$ cat config.mk
export PLATFORM = sky130hd
export DESIGN_NAME = hazard_ctrl_flat
export DESIGN_NICKNAME = d
export VERILOG_FILES = /design/src/rtl/hazard_pkg.sv /design/src/rtl/hazard_ctrl_if.sv /design/src/rtl/hazard_ctrl_cmp.sv /design/src/rtl/hazard_ctrl.sv /design/src/flat_wrapper.sv
export SDC_FILE = /design/constraint.sdc
export NUM_CORES = 1
export LEC_CHECK = 0
export ABC_AREA = 0
export CAP_MARGIN = 20
export CORE_ASPECT_RATIO = 0.6
export CORE_UTILIZATION = 32
export DETAILED_ROUTE_END_ITERATION = 8
export PLACE_DENSITY = 0.8
export SLEW_MARGIN = 20
export SYNTH_ARGS = -nofsm -noshare
export SYNTH_HDL_FRONTEND = slang
export SYNTH_SLANG_ARGS = --single-unit
$ cat constraint.sdc
create_clock -name clk -period 2.3 [get_ports clk]
set_input_delay 0.69 -clock clk [delete_from_list [all_inputs] [get_ports clk]]
set_output_delay 0.69 -clock clk [all_outputs]
set_load 0.05 [all_outputs]
$ cat src/rtl/hazard_pkg.sv
// Shared types for the forwarding/stall controller: register address width,
// FSM state encoding and the per-stage tracking entry.
package hazard_pkg;

  localparam int REG_AW = 5;

  typedef enum logic [1:0] {
    RUN     = 2'd0,
    BUBBLE  = 2'd1,
    RECOVER = 2'd2
  } hz_state_e;

  typedef struct packed {
    logic              v;
    logic [REG_AW-1:0] rd;
    logic              wr;
    logic              lui;
    logic              ld;
  } hz_entry_t;

  localparam hz_entry_t HZ_EMPTY = '0;

endpackage

$ cat src/rtl/hazard_ctrl_if.sv
// Decode-side bundle into the hazard controller and its forwarding/stall
// results. The master is the pipeline, the slave is hazard_ctrl.
interface hazard_ctrl_if #(
  parameter int CNT_W = 32
);
  import hazard_pkg::*;

  // id_valid qualifies every id_* field in the same cycle; stall is the only
  // back-pressure: while it is high the decode slot is held and not consumed.
  logic              id_valid;
  logic [REG_AW-1:0] id_rs1;
  logic [REG_AW-1:0] id_rs2;
  logic              id_use_rs1;
  logic              id_use_rs2;
  logic [REG_AW-1:0] id_rd;
  logic              id_regwrite;
  logic              id_is_lui;
  logic              id_is_load;
  logic              flush;

  logic              ALU1Ahz;
  logic              ALU1Bhz;
  logic              ALU2Ahz;
  logic              ALU2Bhz;
  logic              RAhz;
  logic              RBhz;
  logic              luiHaz1;
  logic              luiHaz2;
  logic              nop;
  logic              stall;
  logic [CNT_W-1:0]  stall_cnt;
  logic [CNT_W-1:0]  fwd_cnt;

  hz_state_e         dbg_state;
  hz_entry_t         dbg_s1;
  hz_entry_t         dbg_s2;
  hz_entry_t         dbg_s3;

  modport master (
    output id_valid, id_rs1, id_rs2, id_use_rs1, id_use_rs2, id_rd,
           id_regwrite, id_is_lui, id_is_load, flush,
    input  ALU1Ahz, ALU1Bhz, ALU2Ahz, ALU2Bhz, RAhz, RBhz, luiHaz1, luiHaz2,
           nop, stall, stall_cnt, fwd_cnt, dbg_state, dbg_s1, dbg_s2, dbg_s3
  );

  modport slave (
    input  id_valid, id_rs1, id_rs2, id_use_rs1, id_use_rs2, id_rd,
           id_regwrite, id_is_lui, id_is_load, flush,
    output ALU1Ahz, ALU1Bhz, ALU2Ahz, ALU2Bhz, RAhz, RBhz, luiHaz1, luiHaz2,
           nop, stall, stall_cnt, fwd_cnt, dbg_state, dbg_s1, dbg_s2, dbg_s3
  );

endinterface

$ cat src/rtl/hazard_ctrl_cmp.sv
// haz_cmp: matches one tracking entry against one decode source operand.
// x0 is never live, so it can never produce a match.
module haz_cmp
  import hazard_pkg::*;
(
  input  logic              v_i,
  input  logic [REG_AW-1:0] rd_i,
  input  logic              wr_i,
  input  logic [REG_AW-1:0] rs_i,
  input  logic              use_i,
  output logic              match_o,
  output logic              live_o
);

  assign live_o  = v_i & wr_i & (|rd_i);
  assign match_o = live_o & use_i & (rd_i == rs_i);

endmodule

$ cat src/rtl/hazard_ctrl.sv
// hazard_ctrl: forwarding match detection for EX/MEM/WB and load-use bubble
// control. Define HAZ_PERF_EN to build the stall/forward performance counters.
module hazard_ctrl
  import hazard_pkg::*;
#(
  parameter int CNT_W = 32
) (
  input  logic          clk,
  input  logic          rst_n,
  hazard_ctrl_if.slave  hz
);

  hz_entry_t s1_q, s2_q, s3_q;
  hz_entry_t s1_d;
  hz_entry_t stg [3];

  logic [2:0] m_a, m_b;
  logic [2:0] live_a, live_b;
  logic [2:0] live;
  logic       luse;
  logic       stall;

  hz_state_e  state_q;
  hz_state_e  cur_state;

  assign stg[0] = s1_q;
  assign stg[1] = s2_q;
  assign stg[2] = s3_q;

  for (genvar g = 0; g < 3; g++) begin : g_cmp
    haz_cmp u_cmp_a (
      .v_i     (stg[g].v),
      .rd_i    (stg[g].rd),
      .wr_i    (stg[g].wr),
      .rs_i    (hz.id_rs1),
      .use_i   (hz.id_use_rs1),
      .match_o (m_a[g]),
      .live_o  (live_a[g])
    );
    haz_cmp u_cmp_b (
      .v_i     (stg[g].v),
      .rd_i    (stg[g].rd),
      .wr_i    (stg[g].wr),
      .rs_i    (hz.id_rs2),
      .use_i   (hz.id_use_rs2),
      .match_o (m_b[g]),
      .live_o  (live_b[g])
    );
  end

  assign live = live_a | live_b;

  assign hz.ALU1Ahz = m_a[0];
  assign hz.ALU1Bhz = m_b[0];
  assign hz.ALU2Ahz = m_a[1];
  assign hz.ALU2Bhz = m_b[1];
  assign hz.RAhz    = m_a[2];
  assign hz.RBhz    = m_b[2];
  assign hz.luiHaz1 = live[0] & s1_q.lui;
  assign hz.luiHaz2 = live[1] & s2_q.lui;

  assign luse = live[0] & s1_q.ld & (m_a[0] | m_b[0]) & hz.id_valid;

  // state_q is the state the cycle starts in; a load-use seen in RUN turns
  // this very cycle into BUBBLE so the bubble lands with zero latency.
  always_comb begin
    cur_state = state_q;
    if (state_q == RUN && luse) begin
      cur_state = BUBBLE;
    end
  end

  assign stall    = (cur_state == BUBBLE);
  assign hz.stall = stall;
  assign hz.nop   = stall;

  always_ff @(posedge clk or negedge rst_n) begin
    if (!rst_n) begin
      state_q <= RUN;
    end else begin
      case (cur_state)
        BUBBLE:  state_q <= RECOVER;
        RECOVER: state_q <= RUN;
        default: state_q <= RUN;
      endcase
    end
  end

  always_comb begin
    s1_d = HZ_EMPTY;
    if (hz.id_valid && !hz.flush && !stall) begin
      s1_d.v   = 1'b1;
      s1_d.rd  = hz.id_rd;
      s1_d.wr  = hz.id_regwrite;
      s1_d.lui = hz.id_is_lui;
      s1_d.ld  = hz.id_is_load;
    end
  end

  always_ff @(posedge clk or negedge rst_n) begin
    if (!rst_n) begin
      s1_q <= HZ_EMPTY;
      s2_q <= HZ_EMPTY;
      s3_q <= HZ_EMPTY;
    end else begin
      s1_q <= s1_d;
      s2_q <= s1_q;
      s3_q <= s2_q;
    end
  end

  assign hz.dbg_state = cur_state;
  assign hz.dbg_s1    = s1_q;
  assign hz.dbg_s2    = s2_q;
  assign hz.dbg_s3    = s3_q;

`ifdef HAZ_PERF_EN
  logic [CNT_W-1:0] stall_cnt_q, stall_cnt_d;
  logic [CNT_W-1:0] fwd_cnt_q, fwd_cnt_d;
  logic [1:0]       fwd_inc;

  // Operands consumed during the bubble are re-presented next cycle, so
  // they are only counted outside BUBBLE.
  always_comb begin
    fwd_inc = 2'd0;
    if (cur_state != BUBBLE && hz.id_valid) begin
      fwd_inc = {1'b0, |m_a} + {1'b0, |m_b};
    end
    fwd_cnt_d   = fwd_cnt_q + CNT_W'(fwd_inc);
    stall_cnt_d = stall_cnt_q + CNT_W'(stall);
  end

  always_ff @(posedge clk or negedge rst_n) begin
    if (!rst_n) begin
      stall_cnt_q <= '0;
      fwd_cnt_q   <= '0;
    end else begin
      stall_cnt_q <= stall_cnt_d;
      fwd_cnt_q   <= fwd_cnt_d;
    end
  end

  assign hz.stall_cnt = stall_cnt_q;
  assign hz.fwd_cnt   = fwd_cnt_q;
`else
  assign hz.stall_cnt = '0;
  assign hz.fwd_cnt   = '0;
`endif

endmodule
$ cat src/flat_wrapper.sv
// flat-port wrapper written by rule: the top's interface ports become plain ports
module hazard_ctrl_flat import hazard_pkg::*;
#(
  parameter int CNT_W = 32
)
  (clk, rst_n, hz_id_valid, hz_id_rs1, hz_id_rs2, hz_id_use_rs1, hz_id_use_rs2, hz_id_rd, hz_id_regwrite, hz_id_is_lui, hz_id_is_load, hz_flush, hz_ALU1Ahz, hz_ALU1Bhz, hz_ALU2Ahz, hz_ALU2Bhz, hz_RAhz, hz_RBhz, hz_luiHaz1, hz_luiHaz2, hz_nop, hz_stall, hz_stall_cnt, hz_fwd_cnt, hz_dbg_state, hz_dbg_s1, hz_dbg_s2, hz_dbg_s3);
  hazard_ctrl_if #(.CNT_W(CNT_W)) hz_i ();
  input  logic clk;
  input  logic rst_n;
  input wire logic [$bits(hz_i.id_valid)-1:0] hz_id_valid;
  input wire logic [$bits(hz_i.id_rs1)-1:0] hz_id_rs1;
  input wire logic [$bits(hz_i.id_rs2)-1:0] hz_id_rs2;
  input wire logic [$bits(hz_i.id_use_rs1)-1:0] hz_id_use_rs1;
  input wire logic [$bits(hz_i.id_use_rs2)-1:0] hz_id_use_rs2;
  input wire logic [$bits(hz_i.id_rd)-1:0] hz_id_rd;
  input wire logic [$bits(hz_i.id_regwrite)-1:0] hz_id_regwrite;
  input wire logic [$bits(hz_i.id_is_lui)-1:0] hz_id_is_lui;
  input wire logic [$bits(hz_i.id_is_load)-1:0] hz_id_is_load;
  input wire logic [$bits(hz_i.flush)-1:0] hz_flush;
  output wire logic [$bits(hz_i.ALU1Ahz)-1:0] hz_ALU1Ahz;
  output wire logic [$bits(hz_i.ALU1Bhz)-1:0] hz_ALU1Bhz;
  output wire logic [$bits(hz_i.ALU2Ahz)-1:0] hz_ALU2Ahz;
  output wire logic [$bits(hz_i.ALU2Bhz)-1:0] hz_ALU2Bhz;
  output wire logic [$bits(hz_i.RAhz)-1:0] hz_RAhz;
  output wire logic [$bits(hz_i.RBhz)-1:0] hz_RBhz;
  output wire logic [$bits(hz_i.luiHaz1)-1:0] hz_luiHaz1;
  output wire logic [$bits(hz_i.luiHaz2)-1:0] hz_luiHaz2;
  output wire logic [$bits(hz_i.nop)-1:0] hz_nop;
  output wire logic [$bits(hz_i.stall)-1:0] hz_stall;
  output wire logic [$bits(hz_i.stall_cnt)-1:0] hz_stall_cnt;
  output wire logic [$bits(hz_i.fwd_cnt)-1:0] hz_fwd_cnt;
  output wire logic [$bits(hz_i.dbg_state)-1:0] hz_dbg_state;
  output wire logic [$bits(hz_i.dbg_s1)-1:0] hz_dbg_s1;
  output wire logic [$bits(hz_i.dbg_s2)-1:0] hz_dbg_s2;
  output wire logic [$bits(hz_i.dbg_s3)-1:0] hz_dbg_s3;
  assign hz_i.id_valid = hz_id_valid;
  assign hz_i.id_rs1 = hz_id_rs1;
  assign hz_i.id_rs2 = hz_id_rs2;
  assign hz_i.id_use_rs1 = hz_id_use_rs1;
  assign hz_i.id_use_rs2 = hz_id_use_rs2;
  assign hz_i.id_rd = hz_id_rd;
  assign hz_i.id_regwrite = hz_id_regwrite;
  assign hz_i.id_is_lui = hz_id_is_lui;
  assign hz_i.id_is_load = hz_id_is_load;
  assign hz_i.flush = hz_flush;
  assign hz_ALU1Ahz = hz_i.ALU1Ahz;
  assign hz_ALU1Bhz = hz_i.ALU1Bhz;
  assign hz_ALU2Ahz = hz_i.ALU2Ahz;
  assign hz_ALU2Bhz = hz_i.ALU2Bhz;
  assign hz_RAhz = hz_i.RAhz;
  assign hz_RBhz = hz_i.RBhz;
  assign hz_luiHaz1 = hz_i.luiHaz1;
  assign hz_luiHaz2 = hz_i.luiHaz2;
  assign hz_nop = hz_i.nop;
  assign hz_stall = hz_i.stall;
  assign hz_stall_cnt = hz_i.stall_cnt;
  assign hz_fwd_cnt = hz_i.fwd_cnt;
  assign hz_dbg_state = hz_i.dbg_state;
  assign hz_dbg_s1 = hz_i.dbg_s1;
  assign hz_dbg_s2 = hz_i.dbg_s2;
  assign hz_dbg_s3 = hz_i.dbg_s3;
  hazard_ctrl #(.CNT_W(CNT_W)) u_core (.clk(clk), .rst_n(rst_n), .hz(hz_i));
endmodule
# Word-level counts from Yosys, hierarchy flattened
# Cells that the tools add are included.
totals:
  register_bits: 29
  input_bits: 24
  out_inout_bits: 103
  elab_cells: 60
op_classes:
  n_eq_ne: 7
  n_mux: 3
  n_bitwise: 25
  n_reduce_logical: 9
ops:
  columns: ["op", "count"]
  rows:
  - ["$eq 5x5->1", 6]
  - ["$and 1x1->1", 23]
  - ["$reduce_or 5->1", 3]
  - ["$mux 9", 1]
  - ["$mux 2", 2]
  - ["$logic_and 1x1->1", 3]
  - ["$eq 2x1->1 const B", 1]
  - ["$logic_not 1->1", 2]
  - ["$logic_not 2->1", 1]
  - ["$or 2x2->2", 1]
  - ["$or 1x1->1", 1]

# Longest topological paths before layout
logic_depth:
  word_depth: 13
  ltp_mapped: 5
  mapped_depth_nobuf: 5

# Cells and area by module
# Synthesis repeated with hierarchy kept, for this count alone.
hier_totals:
  cells_unflattened: 196
  hier_area_um2: 1874.3
by_module_without_submodules:
  columns: ["module", "instances", "cells_each", "area_per_inst_um2", "seq_area_each_um2"]
  rows:
  - ["hazard_ctrl", 1, 124, 1401.3, 700.7]
  - ["haz_cmp", 6, 12, 78.8, 0.0]

# Least setup slack after synthesis
# Ideal clock, no wire load.
synth_path:
  path_kind: "input port to output port"
  from: "input hz_id_rs1[4]"
  to: "output hz_dbg_state[0]"
  arrival_ns: 2.127
  required_ns: 1.610
  path_slack_ns: -0.517
  path_stages: 5
  path_buffers: 1
  path_cell_list: "xor2_1 > nor4_1 > nand3_1 > a21oi_4 > buf_4"
synth_via:
  elab_chain_len: 7
synth_lines:
  columns: ["element", "line", "source"]
  rows:
  - ["start: declaration", "flat_wrapper.sv:11", "input wire logic [$bits(hz_i.id_rs1)-1:0] hz_id_rs1;"]
  - ["$eq 5x5->1", "hazard_ctrl_cmp.sv:16", "assign match_o = live_o & use_i & (rd_i == rs_i);"]
  - ["$and 1x1->1", "hazard_ctrl_cmp.sv:16", null]
  - ["$or 1x1->1", "hazard_ctrl.sv:62", "assign luse = live[0] & s1_q.ld & (m_a[0] | m_b[0]) & hz.id_valid;"]
  - ["$and 1x1->1 (2 in series)", "hazard_ctrl.sv:62", null]
  - ["$logic_and 1x1->1", "hazard_ctrl.sv:68", "if (state_q == RUN && luse) begin"]
  - ["$mux 2", "hazard_ctrl.sv:68", null]
  - ["end: declaration", "flat_wrapper.sv:32", "output wire logic [$bits(hz_i.dbg_state)-1:0] hz_dbg_state;"]
# Every way passes these cells.

# Final worst setup path
layout_path:
  from: "input hz_id_rs2[0]"
  to: "output hz_dbg_state[0]"
layout_via:
  elab_chain_len: 7
layout_lines:
  columns: ["element", "line", "source"]
  rows:
  - ["start: declaration", "flat_wrapper.sv:12", "input wire logic [$bits(hz_i.id_rs2)-1:0] hz_id_rs2;"]
  - ["$eq 5x5->1", "hazard_ctrl_cmp.sv:16", null]
  - ["$and 1x1->1", "hazard_ctrl_cmp.sv:16", null]
  - ["$or 1x1->1", "hazard_ctrl.sv:62", null]
  - ["$and 1x1->1 (2 in series)", "hazard_ctrl.sv:62", null]
  - ["$logic_and 1x1->1", "hazard_ctrl.sv:68", null]
  - ["$mux 2", "hazard_ctrl.sv:68", null]
# Every way passes these cells.

==> qor.yml <==
cp_max_fo: 4
cp-end-kind: "output pin"
start_kind: "input port"
fin_ws_ps: -343
h-tree-depth: 1
crit_type: "input port to output pin"
ys.flop_type: "dfrtp_1"
yosys.area.top_type: "dfrtp_1"
place_congestion: 0.819
violations: "setup timing"
dp.cells: 320
die-area_um2: 5950
grt_overflow: 0
syn_inst: 180
finalHoldViolCount: 0
antenna-diode-count: 0
status: "complete, but fails checks"
clk_latency_ps: 270
finalClockSkew_ps: 4.93
synth_area_um2: 1800
ys_types: 22
nets: 291
fill_cells: 480
clockRootBuffer: "clkbuf_8"
post-route-period-util_pct: 115
slew_headroom_pct: 65.7
drcViolationCount: 0
fmax_ghz: 0.378
cts_buffers: 3
ant_nets: 0
synthToLayoutAreaGrowth_pct: 48.2
grt_max_degree: 29
ioPinCount: 127
synth_top_area_share_pct: 38.9
layout-drive-gt1-share_pct: 35.7
total_leakage_power_nw: 1.36
grt_pass1_vias: 1175
p_per_area_nw_per_um2: 502
grt_pass1_wl_um: 6280
drv_slew: 0
syn_area_per_cell_um2: 10.0
routed_wl_um: 4380
core-area_um2: 5230
first_pass_iters: 4
finalCriticalPeriod_ps: 2640
drt_iter0_drc: 35
dr_total_vias: 1297
viasPerCell: 3.91
synth_common_cells: "buf_4, dfrtp_1, xnor2_1"
grt_use_total_pct: 14.6
clk_pin_slew_worst_paths_ps: 90
antenna_found_initial: 0
clkSinkCount: 28
setup_viol: 11
cp_data_arrival_time_ps: 1950
ys_ff_latch: 28
grt_setup_unrepaired: "yes"
die_w_um: 98.9
timing.hold.ws_ps: 388
start_util_pct: 34.5
wl_per_cell_um: 13.2
ys_seq_area_share_pct: 38.9
dp_hpwl_um: 3470
cts_hold_buf: 0
maxCapViolCount: 0
synth_warnings: 0
yosysMostFrequentCell: "buf_4"
stdcell_count: 332
portBuffers: 62
peakVddDrop_mv: 0.258
cp.required_ps: 1610
tightest_slew_ps: 513
die_height_um: 60.1
synthTopCellsByArea: "dfrtp_1, buf_4, xnor2_1"
synth_edf_count: 0
cts_tree: "yes"
num_rows: 20
pre_cts_slack_ps: -800
hp-class: "flop to flop"
async_reset_ff_share_pct: 100
cts_buffer_depth: 2
==> power by group <==
group	switching (mW)	total [mW]	internal, mW
clock network	0.148	0.301	0.153
logic	0.386	0.512	0.126
registers	0.0171	0.529	0.512
total	0.551	1.34	0.791
==> final cells by class <==
class                   instances  area [µm²]  share of cell area, %
well taps                      66        82.6                   3.09
clock buffers                   4        55.1                   2.06
repair buffers                 94         928                   34.8
multi-input cells             139         890                   33.3
flip-flops and latches         28         712                   26.7
inverters                       1        3.75                  0.141
==> repair_timing <==
item / in CTS / in global routing
buffers inserted: 8 / 0
setup endpoints to repair: 20 / 15
resized for setup: 50 / 10
pin swaps: 19 / 7
==> kinds of logic (layout without fill, tap and decap cells) <==
group | Yosys count | after routing | synth area share, %
other | 1 | 64 | 0.208
XOR/XNOR | 30 | 30 | 14.6
buffers and inverters | 76 | 99 | 30.8
flip-flops | 28 | 28 | 38.9
AND/OR/NAND/NOR | 40 | 40 | 12.8
AO/OA/AOI/OAI | 5 | 5 | 2.71
==> worst max-delay path, cell delays in order <==
cell,delay (ps)
clkbuf_2,120
xor2_1,160
nor4_2,350
nand3_2,160
a21oi_4,200
buf_12,140
buf_12,130
==> state kept, by name, indices dropped and copies added (netlist names) <==
| signal | cells |
|---|---|
| u_core.state_q | 1 |
| u_core.hz.dbg_s3 | 9 |
| u_core.hz.dbg_s2 | 9 |
| u_core.hz.dbg_s1 | 9 |
==> layout by cell type, fill, tap and decap left out, types with 2 or more instances in the layout <==
cell type / n
buf_12: 10
buf_2: 5
buf_4: 41
buf_6: 4
clkbuf_8: 4
clkdlybuf4s15_2: 2
clkdlybuf4s50_1: 24
conb_1: 64
dfrtp_1: 19
dfrtp_2: 9
dlygate4sd2_1: 2
dlymetal6s2s_1: 4
nand2_1: 11
nand4_1: 4
nor2_2: 2
nor3_1: 7
nor3_4: 4
o211ai_1: 3
or4_4: 3
xnor2_1: 22
xor2_1: 7
==> path summary, 6_finish.rpt <==
path	start	to	slack, ps	cells past startpoint
min in group asynchronous	rst_n	u_core.hz.dbg_s2[0]	780	2
worst max register to register	u_core.hz.dbg_s1[4]	u_core.hz.dbg_s1[7]	280	7
max in group asynchronous	rst_n	u_core.hz.dbg_s1[5]	1240	2
worst min-delay path	u_core.hz.dbg_s2[0]	u_core.hz.dbg_s3[0]	390	0
worst min register to register	u_core.hz.dbg_s2[0]	u_core.hz.dbg_s3[0]	390	0
worst max-delay path	hz_id_rs2[0]	hz_dbg_state[0]	-340	7
==> per-layer routing <==
metal	GRT usage (%)	part of all wire, %	up-vias
met5	0	0	-
met4	4.48	0.91	0
met3	4.68	8.5	5
met2	23.5	47	59
met1	18.9	43	610
li1	-	-	623
==> metrics by stage <==
step / instance area, µm² / setup TNS [ps] / power [mW] / utilization, %
after floorplan: 2110 / -2300 / 0.991 / -
after global placement: 2490 / -8790 / 1.03 / 47.7
after detailed placement: 2490 / -9250 / 1.04 / 47.7
after CTS: 2640 / -2610 / 1.35 / 50.5
after global routing: 2670 / -3230 / 1.40 / 51.1
final: 2670 / -2470 / 1.34 / 51.1
Note: power is estimated with default switching activity, not from simulation.
